**src/rtl/pe_pkg.sv**
```systemverilog
// Shared PE package: default widths, pipeline latency and accumulator limits.
package pe_pkg;
   localparam int DEF_DATA_W = 8;
   localparam int DEF_ACC_W  = 20;
   localparam int PE_LAT     = 3;
   localparam int CNT_W      = 5;

   // Largest signed value an acc_w-bit accumulator can hold.
   function automatic longint acc_max(input int acc_w);
      return (64'sd1 <<< (acc_w - 1)) - 64'sd1;
   endfunction

   // Most negative signed value an acc_w-bit accumulator can hold.
   function automatic longint acc_min(input int acc_w);
      return -(64'sd1 <<< (acc_w - 1));
   endfunction
endpackage

```
**src/rtl/pe_mac_if.sv**
```systemverilog
// Operand/result bundle between the controller side and the MAC element.
interface pe_mac_if
   import pe_pkg::*;
#(
   parameter int DATA_W = DEF_DATA_W,
   parameter int ACC_W  = DEF_ACC_W
);
   logic                     clr;
   logic                     en;
   logic                     last_in;
   logic signed [DATA_W-1:0] a_in;
   logic signed [DATA_W-1:0] b_in;
   logic signed [ACC_W-1:0]  acc_out;
   logic                     valid_out;
   logic                     last_out;
   logic                     ovf;
   logic [CNT_W-1:0]         count_out;

   modport master (
      output clr, en, last_in, a_in, b_in,
      input  acc_out, valid_out, last_out, ovf, count_out
   );

   modport slave (
      input  clr, en, last_in, a_in, b_in,
      output acc_out, valid_out, last_out, ovf, count_out
   );
endinterface

```
**src/rtl/pe_sat_add.sv**
```systemverilog
// Saturating signed add of a full-precision product into the accumulator.
module pe_sat_add
   import pe_pkg::*;
#(
   parameter int DATA_W = DEF_DATA_W,
   parameter int ACC_W  = DEF_ACC_W
) (
   input  logic signed [ACC_W-1:0]    acc,
   input  logic signed [2*DATA_W-1:0] prod,
   output logic signed [ACC_W-1:0]    sum,
   output logic                       ovf
);
   localparam logic signed [ACC_W-1:0] ACC_MAX = ACC_W'(acc_max(ACC_W));
   localparam logic signed [ACC_W-1:0] ACC_MIN = ACC_W'(acc_min(ACC_W));

   // One guard bit is enough: the product never exceeds the accumulator range.
   logic signed [ACC_W:0] wide;

   // Add with a guard bit, then clamp toward the sign of the true result.
   always_comb begin
      wide = (ACC_W+1)'(acc) + (ACC_W+1)'(prod);
      ovf  = wide[ACC_W] ^ wide[ACC_W-1];
      sum  = wide[ACC_W-1:0];
      if (ovf) sum = wide[ACC_W] ? ACC_MIN : ACC_MAX;
   end
endmodule

```
**src/rtl/pe_mac.sv**
```systemverilog
// Three-stage signed multiply-accumulate element: capture, multiply, accumulate.
module pe_mac
   import pe_pkg::*;
#(
   parameter int DATA_W = DEF_DATA_W,
   parameter int ACC_W  = DEF_ACC_W
) (
   input logic       clk,
   input logic       rst_n,
   pe_mac_if.slave   bus
);
   // vld_pipe[0]=S1 valid, [1]=S2 valid, [2]=result just updated.
   logic [PE_LAT-1:0]          vld_pipe;
   logic signed [DATA_W-1:0]   s1_a, s1_b;
   logic                       s1_last;
   logic signed [2*DATA_W-1:0] s2_prod;
   logic                       s2_last;
   logic signed [ACC_W-1:0]    acc_q;
   logic [CNT_W-1:0]           cnt_q;
   logic                       ovf_q;
   logic                       last_q;
   logic signed [ACC_W-1:0]    sat_sum;
   logic                       sat_ovf;

   pe_sat_add #(.DATA_W(DATA_W), .ACC_W(ACC_W)) u_sat (
      .acc  (acc_q),
      .prod (s2_prod),
      .sum  (sat_sum),
      .ovf  (sat_ovf)
   );

   // Whole pipeline in one block; clr beats everything and drops in-flight terms.
   always_ff @(posedge clk or negedge rst_n) begin
      if (!rst_n) begin
         vld_pipe <= '0;
         s1_a     <= '0;
         s1_b     <= '0;
         s1_last  <= 1'b0;
         s2_prod  <= '0;
         s2_last  <= 1'b0;
         acc_q    <= '0;
         cnt_q    <= '0;
         ovf_q    <= 1'b0;
         last_q   <= 1'b0;
      end else if (bus.clr) begin
         vld_pipe <= '0;
         acc_q    <= '0;
         cnt_q    <= '0;
         ovf_q    <= 1'b0;
         last_q   <= 1'b0;
      end else begin
         vld_pipe <= {vld_pipe[PE_LAT-2:0], bus.en};
         if (bus.en) begin
            s1_a    <= bus.a_in;
            s1_b    <= bus.b_in;
            s1_last <= bus.last_in;
         end
         if (vld_pipe[0]) begin
            s2_prod <= s1_a * s1_b;
            s2_last <= s1_last;
         end
         last_q <= vld_pipe[1] & s2_last;
         if (vld_pipe[1]) begin
            acc_q <= sat_sum;
            cnt_q <= cnt_q + 1'b1;
            if (sat_ovf) ovf_q <= 1'b1;
         end
      end
   end

   assign bus.acc_out   = acc_q;
   assign bus.valid_out = vld_pipe[PE_LAT-1];
   assign bus.last_out  = last_q;
   assign bus.ovf       = ovf_q;
   assign bus.count_out = cnt_q;
endmodule

```
**src/flat_wrapper.sv**
```systemverilog
// flat-port wrapper written by rule: the top's interface ports become plain ports
module pe_mac_flat import pe_pkg::*;
#(
   parameter int DATA_W = DEF_DATA_W,
   parameter int ACC_W  = DEF_ACC_W
)
  (clk, rst_n, bus_clr, bus_en, bus_last_in, bus_a_in, bus_b_in, bus_acc_out, bus_valid_out, bus_last_out, bus_ovf, bus_count_out);
  pe_mac_if #(.DATA_W(DATA_W), .ACC_W(ACC_W)) bus_i ();
  input logic clk;
  input logic rst_n;
  input wire logic [$bits(bus_i.clr)-1:0] bus_clr;
  input wire logic [$bits(bus_i.en)-1:0] bus_en;
  input wire logic [$bits(bus_i.last_in)-1:0] bus_last_in;
  input wire logic [$bits(bus_i.a_in)-1:0] bus_a_in;
  input wire logic [$bits(bus_i.b_in)-1:0] bus_b_in;
  output wire logic [$bits(bus_i.acc_out)-1:0] bus_acc_out;
  output wire logic [$bits(bus_i.valid_out)-1:0] bus_valid_out;
  output wire logic [$bits(bus_i.last_out)-1:0] bus_last_out;
  output wire logic [$bits(bus_i.ovf)-1:0] bus_ovf;
  output wire logic [$bits(bus_i.count_out)-1:0] bus_count_out;
  assign bus_i.clr = bus_clr;
  assign bus_i.en = bus_en;
  assign bus_i.last_in = bus_last_in;
  assign bus_i.a_in = bus_a_in;
  assign bus_i.b_in = bus_b_in;
  assign bus_acc_out = bus_i.acc_out;
  assign bus_valid_out = bus_i.valid_out;
  assign bus_last_out = bus_i.last_out;
  assign bus_ovf = bus_i.ovf;
  assign bus_count_out = bus_i.count_out;
  pe_mac #(.DATA_W(DATA_W), .ACC_W(ACC_W)) u_core (.clk(clk), .rst_n(rst_n), .bus(bus_i));
endmodule
```
**config.mk**
```make
export PLATFORM = sky130hd
export DESIGN_NAME = pe_mac_flat
export DESIGN_NICKNAME = d
export VERILOG_FILES = /design/src/rtl/pe_pkg.sv /design/src/rtl/pe_mac_if.sv /design/src/rtl/pe_sat_add.sv /design/src/rtl/pe_mac.sv /design/src/flat_wrapper.sv
export SDC_FILE = /design/constraint.sdc
export NUM_CORES = 1
export LEC_CHECK = 0
export ABC_AREA = 1
export BUFFER_PORTS_ARGS = -buffer_cell sky130_fd_sc_hd__buf_2
export CORE_MARGIN = 4
export CORE_UTILIZATION = 65
export CTS_CLUSTER_SIZE = 25
export DETAILED_ROUTE_END_ITERATION = 12
export GPL_ROUTABILITY_DRIVEN = 0
export PLACE_DENSITY = 0.86
export RECOVER_POWER = 100
export SKIP_CTS_REPAIR_TIMING = 1
export SYNTH_ARGS = -nofsm -noshare
export SYNTH_HDL_FRONTEND = slang
export SYNTH_SLANG_ARGS = --single-unit
```
**constraint.sdc**
```tcl
create_clock -name clk -period 10.2 [get_ports clk]
set_input_delay 0.51 -clock clk [delete_from_list [all_inputs] [get_ports clk]]
set_output_delay 0.51 -clock clk [all_outputs]
set_load 0.1 [all_outputs]
```
-- Yosys cells after proc, flatten, opt, wreduce, memory -nomap -nowiden
Index checks and enable logic that the tools add are counted.
- register bits after elaboration: 64
- input bits: 21
- output and inout port bits: 28
- logic and storage cells: 32
- $add $sub $neg: 2
- $mul: 1
- multiplexer cells: 11
- bitwise logic cells: 3
- reductions and logical operators: 5
- operators with widths (operator ; number):
    $mux 20 ; 4
    $add 20x16->21 ; 1
    $mul 8x8->16 ; 1
    $mux 5 ; 2
    $reduce_and 2->1 ; 3
    $add 5x1->5 const B ; 1
    $mux 1 ; 4
    $reduce_bool 2->1 ; 2
    $mux 3 ; 1
    $and 1x1->1 ; 1
    $not 1->1 ; 1
    $xor 1x1->1 ; 1

-- Depth between registers and ports, before layout
- depth in word-level cells: 5
- gate-level depth with buffers: 20
- gate-level depth less buffers: 19

-- Hierarchy
A second synthesis with hierarchy kept.
- cells, all modules: 921
- area, all modules: 6734.0 sq um
- modules (own cells, without submodules) (module ; times used ; cells an instance ; area an instance (sq um)):
    pe_mac ; 1 ; 636 ; 5202.5
    pe_sat_add ; 1 ; 285 ; 1531.5

-- Worst setup path after synthesis
OpenSTA, ideal clock, no wires.
- kind: register to register
- start point: register u_core.s1_a[0]
- end point: register u_core.s2_prod[13]
- arrival time: 4325 ps
- required time: 10082 ps
- setup slack: 5757 ps
- stages on the path, launching flop included: 19
- path buffers: 1
- cell sequence: dfrtp_1 clkbuf_1 or2_2 fa_1 fa_1 inv_1 fa_1 inv_1 fa_1 inv_1 ha_1 nand2_1 inv_1 a21boi_0 o21ai_0 a21oi_1 or2_2 nand3_1 nand2_1
- word-level cells in the longest chain between the ends: 1
- ends and longest elaborated chain (element ; line ; RTL):
    from (decl) ; pe_mac.sv:14 ; logic signed [DATA_W-1:0] s1_a, s1_b;
    from (signal assigned) ; pe_mac.sv:54 ; s1_a <= bus.a_in;
    $mul 8x8->16 ; pe_mac.sv:59 ; s2_prod <= s1_a * s1_b;
    to (signal assigned) ; pe_mac.sv:59 ;
    to (decl) ; pe_mac.sv:16 ; logic signed [2*DATA_W-1:0] s2_prod;
Every way passes these cells.
A chain may end at the register's enable or synchronous reset.

-- Worst setup path after layout
- start point: register u_core.s1_b[7]
- end point: register u_core.s2_prod[13]
- word-level cells in the longest chain between the ends: 1
- ends and longest elaborated chain (element ; line ; RTL):
    from (decl) ; pe_mac.sv:14 ;
    from (signal assigned) ; pe_mac.sv:55 ; s1_b <= bus.b_in;
    $mul 8x8->16 ; pe_mac.sv:59 ;
Every way passes these cells.

==> impl_metrics.tcl <==
set metrics [dict create \
    die_x_um 107 \
    grt_pass1_wl_mm 23.7 \
    root_buffer "clkbuf_8" \
    fin_crit_ns 4.63 \
    seqPwrFrac_pct 21.4 \
    slew_violations 85 \
    netlist_area_mm2 0.00642 \
    drc 0 \
    power_frac_clock_pct 13.4 \
    postSynthAreaPerCell_um2 7.48 \
    crit_fanout 9 \
    start_kind "flip-flop" \
    p_sw_share_pct 51.8 \
    cp_slowest_cell "fa_1" \
    antenna_found_initial 1 \
    wl_mm 13.4 \
    reg2reg_from "u_core.s1_b[7]$_DFFE_PN0P_" \
    fin_ws_ns 5.57 \
    initial_utilization_pct 66.3 \
    drv_cap 2 \
    path_clk_slew_ns 0.08 \
    path_cells "inv_1, or2_2, fa_1, fa_1, inv_1, fa_1, inv_1, fa_1, inv_1, ha_1, nand2_1, inv_1, a21boi_0, o21ai_0, a21oi_1, or2_2, nand3_1, nand2_1" \
    diodes 0 \
    min-delay-start "bus_a_in[7]" \
    grt_max_degree 65 \
    ys_seq_area_share_pct 25.0 \
    multi_input_area_mm2 0.00406 \
    peakVddDrop_mv 0.137 \
    dr.pass1.iters 5 \
    combPwrFrac_pct 65.2 \
    final_common_cell "nand2_1" \
    critical_path.top_delay_family "adder cells" \
    place_ws_ns 5.56 \
    rsz0062_at_grt "no" \
    fin_setup_tns_ns 0 \
    p_sw_w 0.000857 \
    path_buf_inv 5 \
    layout.cells.non_filler 1031 \
    worstMarginPinSlew_ns 3.36 \
    relSlewSlack_pct -124 \
    htree_levels 3 \
    area_delta_synth_final_pct 6.35 \
    hold_class "in2reg" \
    port_buffers 48 \
    clock_latency_ns 0.37 \
    dieArea_mm2 0.0115 \
    nets 1021 \
    crit_required_ns 10.46 \
    dp_cells 1016 \
    ys_ff_latch 64 \
    cp_common_cell "inv_1" \
    grt_pass1_vias 5352 \
    hold_viol 0 \
    overflow 0 \
    dp_hpwl_mm 10.5 \
    synth_warnings 0 \
    via_per_inst 5.16 \
    min_to "u_core.s1_a[7]$_DFFE_PN0P_" \
    min_path_cells 3 \
    reg2reg_to "u_core.s2_prod[13]$_DFFE_PN0P_" \
    cts_tree "built" \
    rr_worst_depth 18 \
    internal-power_w 0.000799 \
    cellLeakagePower_nw 4.04 \
    synth_cell_type_count 35 \
    drive_above_1_share_pct 7.35 \
    rows 36 \
    max_stage_delay_ns 0.54 \
    coreArea_mm2 0.00968 \
    cts_buffers 9 \
    most-common-layout-cells "nand2_1, inv_1, dfrtp_1" \
    fmax_ghz 0.216 \
    nFillCells 824 \
    io_pins 49 \
    regArea_mm2 0.00160 \
    post_drt_wl_per_cell_um 13.0 \
    finClkSkew_ns 0.0151 \
    die_h_um 107 \
    detail-route-antenna-nets 0 \
    syn_inst 858 \
    rrSetupSlack_ns 5.57 \
    min_period_over_period_pct 45.4 \
    cts_sinks 64 \
    drtIter0Drc 274 \
    critPathArrivalTime_ns 4.89 \
    end_kind "flip-flop" \
    routed-via-count 5324 \
    finalSetupViolCount 0 \
    crit_type "reg2reg" \
    violations "max-capacitance violations, max-slew violations" \
    cts_buffer_depth 2 \
    status "finished, violations left" \
    p_per_area_mw_per_mm2 243 \
    grt_use_total_pct 25.9 \
    synth_nets 985 \
]
==> area by class of cell <==
type                       instances  area share [%]
inverter                         161            8.85
sequential                        64            23.5
multi-input combinational        608            59.4
timing repair buffer              50            3.10
clock inverter                     4           0.660
clock buffer                      11            2.07
tap                              133            2.44
==> Yosys cell counts <==
| library cell | n | area, um^2 |
|---|---|---|
| nand2_1 | 294 | 1100 |
| inv_1 | 160 | 601 |
| dfrtp_1 | 64 | 1600 |
| fa_1 | 56 | 1120 |
| ha_1 | 50 | 626 |
| nor2_1 | 34 | 128 |
| a21oi_1 | 32 | 160 |
| nand3_1 | 29 | 145 |
| clkbuf_1 | 22 | 82.6 |
| o21ai_0 | 22 | 110 |
| xor2_1 | 16 | 140 |
| nand2_2 | 13 | 81.3 |
| nand4_1 | 9 | 56.3 |
| xnor2_1 | 8 | 70.1 |
| or2_2 | 7 | 43.8 |
| o21ai_1 | 6 | 30.0 |
| o21bai_1 | 5 | 37.5 |
| nand2_4 | 4 | 45.0 |
| nor2_2 | 3 | 18.8 |
| nor3_1 | 3 | 15.0 |
| o21ai_2 | 3 | 26.3 |
| a21oi_2 | 2 | 17.5 |
| a31oi_1 | 2 | 12.5 |
| nand3b_1 | 2 | 15.0 |
| nor2_4 | 2 | 22.5 |
| a21boi_0 | 1 | 7.51 |
| a21oi_4 | 1 | 16.3 |
| and2_1 | 1 | 6.26 |
| and2_4 | 1 | 8.76 |
| buf_12 | 1 | 20.0 |
| buf_4 | 1 | 7.51 |
| buf_6 | 1 | 11.3 |
| clkinv_1 | 1 | 3.75 |
| nand3b_4 | 1 | 20.0 |
| o211ai_1 | 1 | 7.51 |
==> cells by family after synthesis <==
logic type | Yosys count | synth area share [%]
buf+inv | 186 | 11.3
flops | 64 | 25.0
fa+ha+maj | 106 | 27.2
compound gates | 75 | 6.63
simple gates | 403 | 26.6
xor+xnor | 24 | 3.27
==> power groups by stage <==
stage               logic [W]  registers, W  clock network (W)
floorplan            0.000830      0.000418                  0
global placement      0.00106      0.000354                  0
detailed placement    0.00109      0.000357                  0
CTS                   0.00110      0.000352           0.000225
global route          0.00125      0.000360           0.000236
finish                0.00108      0.000354           0.000222
==> metrics by stage <==
stage	hold slack (ns)	instance area (um^2)	power, W	utilization [%]
finish	0.334	6830	0.00166	70.5
floorplan	0.214	6420	0.00125	-
global placement	0.447	6720	0.00141	69.4
CTS	0.327	6910	0.00168	71.3
detailed placement	0.455	6720	0.00145	69.4
global route	0.339	6830	0.00184	70.5
==> worst register-to-register path, delay by kind of cell, from the launching register on <==
family | cells | cell delay, ns
AO/OA/AOI/OAI | 3 | 0.55
adder cells (fa/ha/maj) | 5 | 2.46
buffers and inverters | 5 | 0.32
flip-flops | 1 | 0.37
AND/OR/NAND/NOR | 5 | 0.83
==> how the worst max path moves through the flow <==
stage,startpoint,end,slack (ns),cells after the start
after floorplan,u_core.s1_a[0]$_DFFE_PN0P_,u_core.s2_prod[13]$_DFFE_PN0P_,5.76,18
after global placement,u_core.s1_b[7]$_DFFE_PN0P_,u_core.s2_prod[13]$_DFFE_PN0P_,5.68,18
after detailed placement,u_core.s1_b[7]$_DFFE_PN0P_,u_core.s2_prod[13]$_DFFE_PN0P_,5.56,18
after CTS,u_core.s1_a[0]$_DFFE_PN0P_,u_core.s2_prod[13]$_DFFE_PN0P_,5.56,17
after global routing,u_core.s1_b[7]$_DFFE_PN0P_,u_core.s2_prod[13]$_DFFE_PN0P_,5.22,18
final,u_core.s1_b[7]$_DFFE_PN0P_,u_core.s2_prod[13]$_DFFE_PN0P_,5.57,18
==> metal layers <==
| metal | up-vias | part of all wire (%) | global-route usage [%] |
|---|---|---|---|
| met1 | 2486 | 42 | 32.0 |
| met4 | 2 | 3.2 | 10.7 |
| li1 | 2665 | - | - |
| met3 | 43 | 5.3 | 4.92 |
| met5 | - | 0.052 | 0 |
| met2 | 128 | 49 | 44.5 |
==> registers in the layout (all words and copies together) (netlist names) <==
signal                count
u_core.s1_a               8
u_core.s2_last            1
u_core.s1_b               8
u_core.vld_pipe           3
u_core.s1_last            1
u_core.s2_prod           16
u_core.bus.last_out       1
u_core.bus.ovf            1
u_core.bus.count_out      5
u_core.bus.acc_out       20
(Power assumes the default switching activity.)
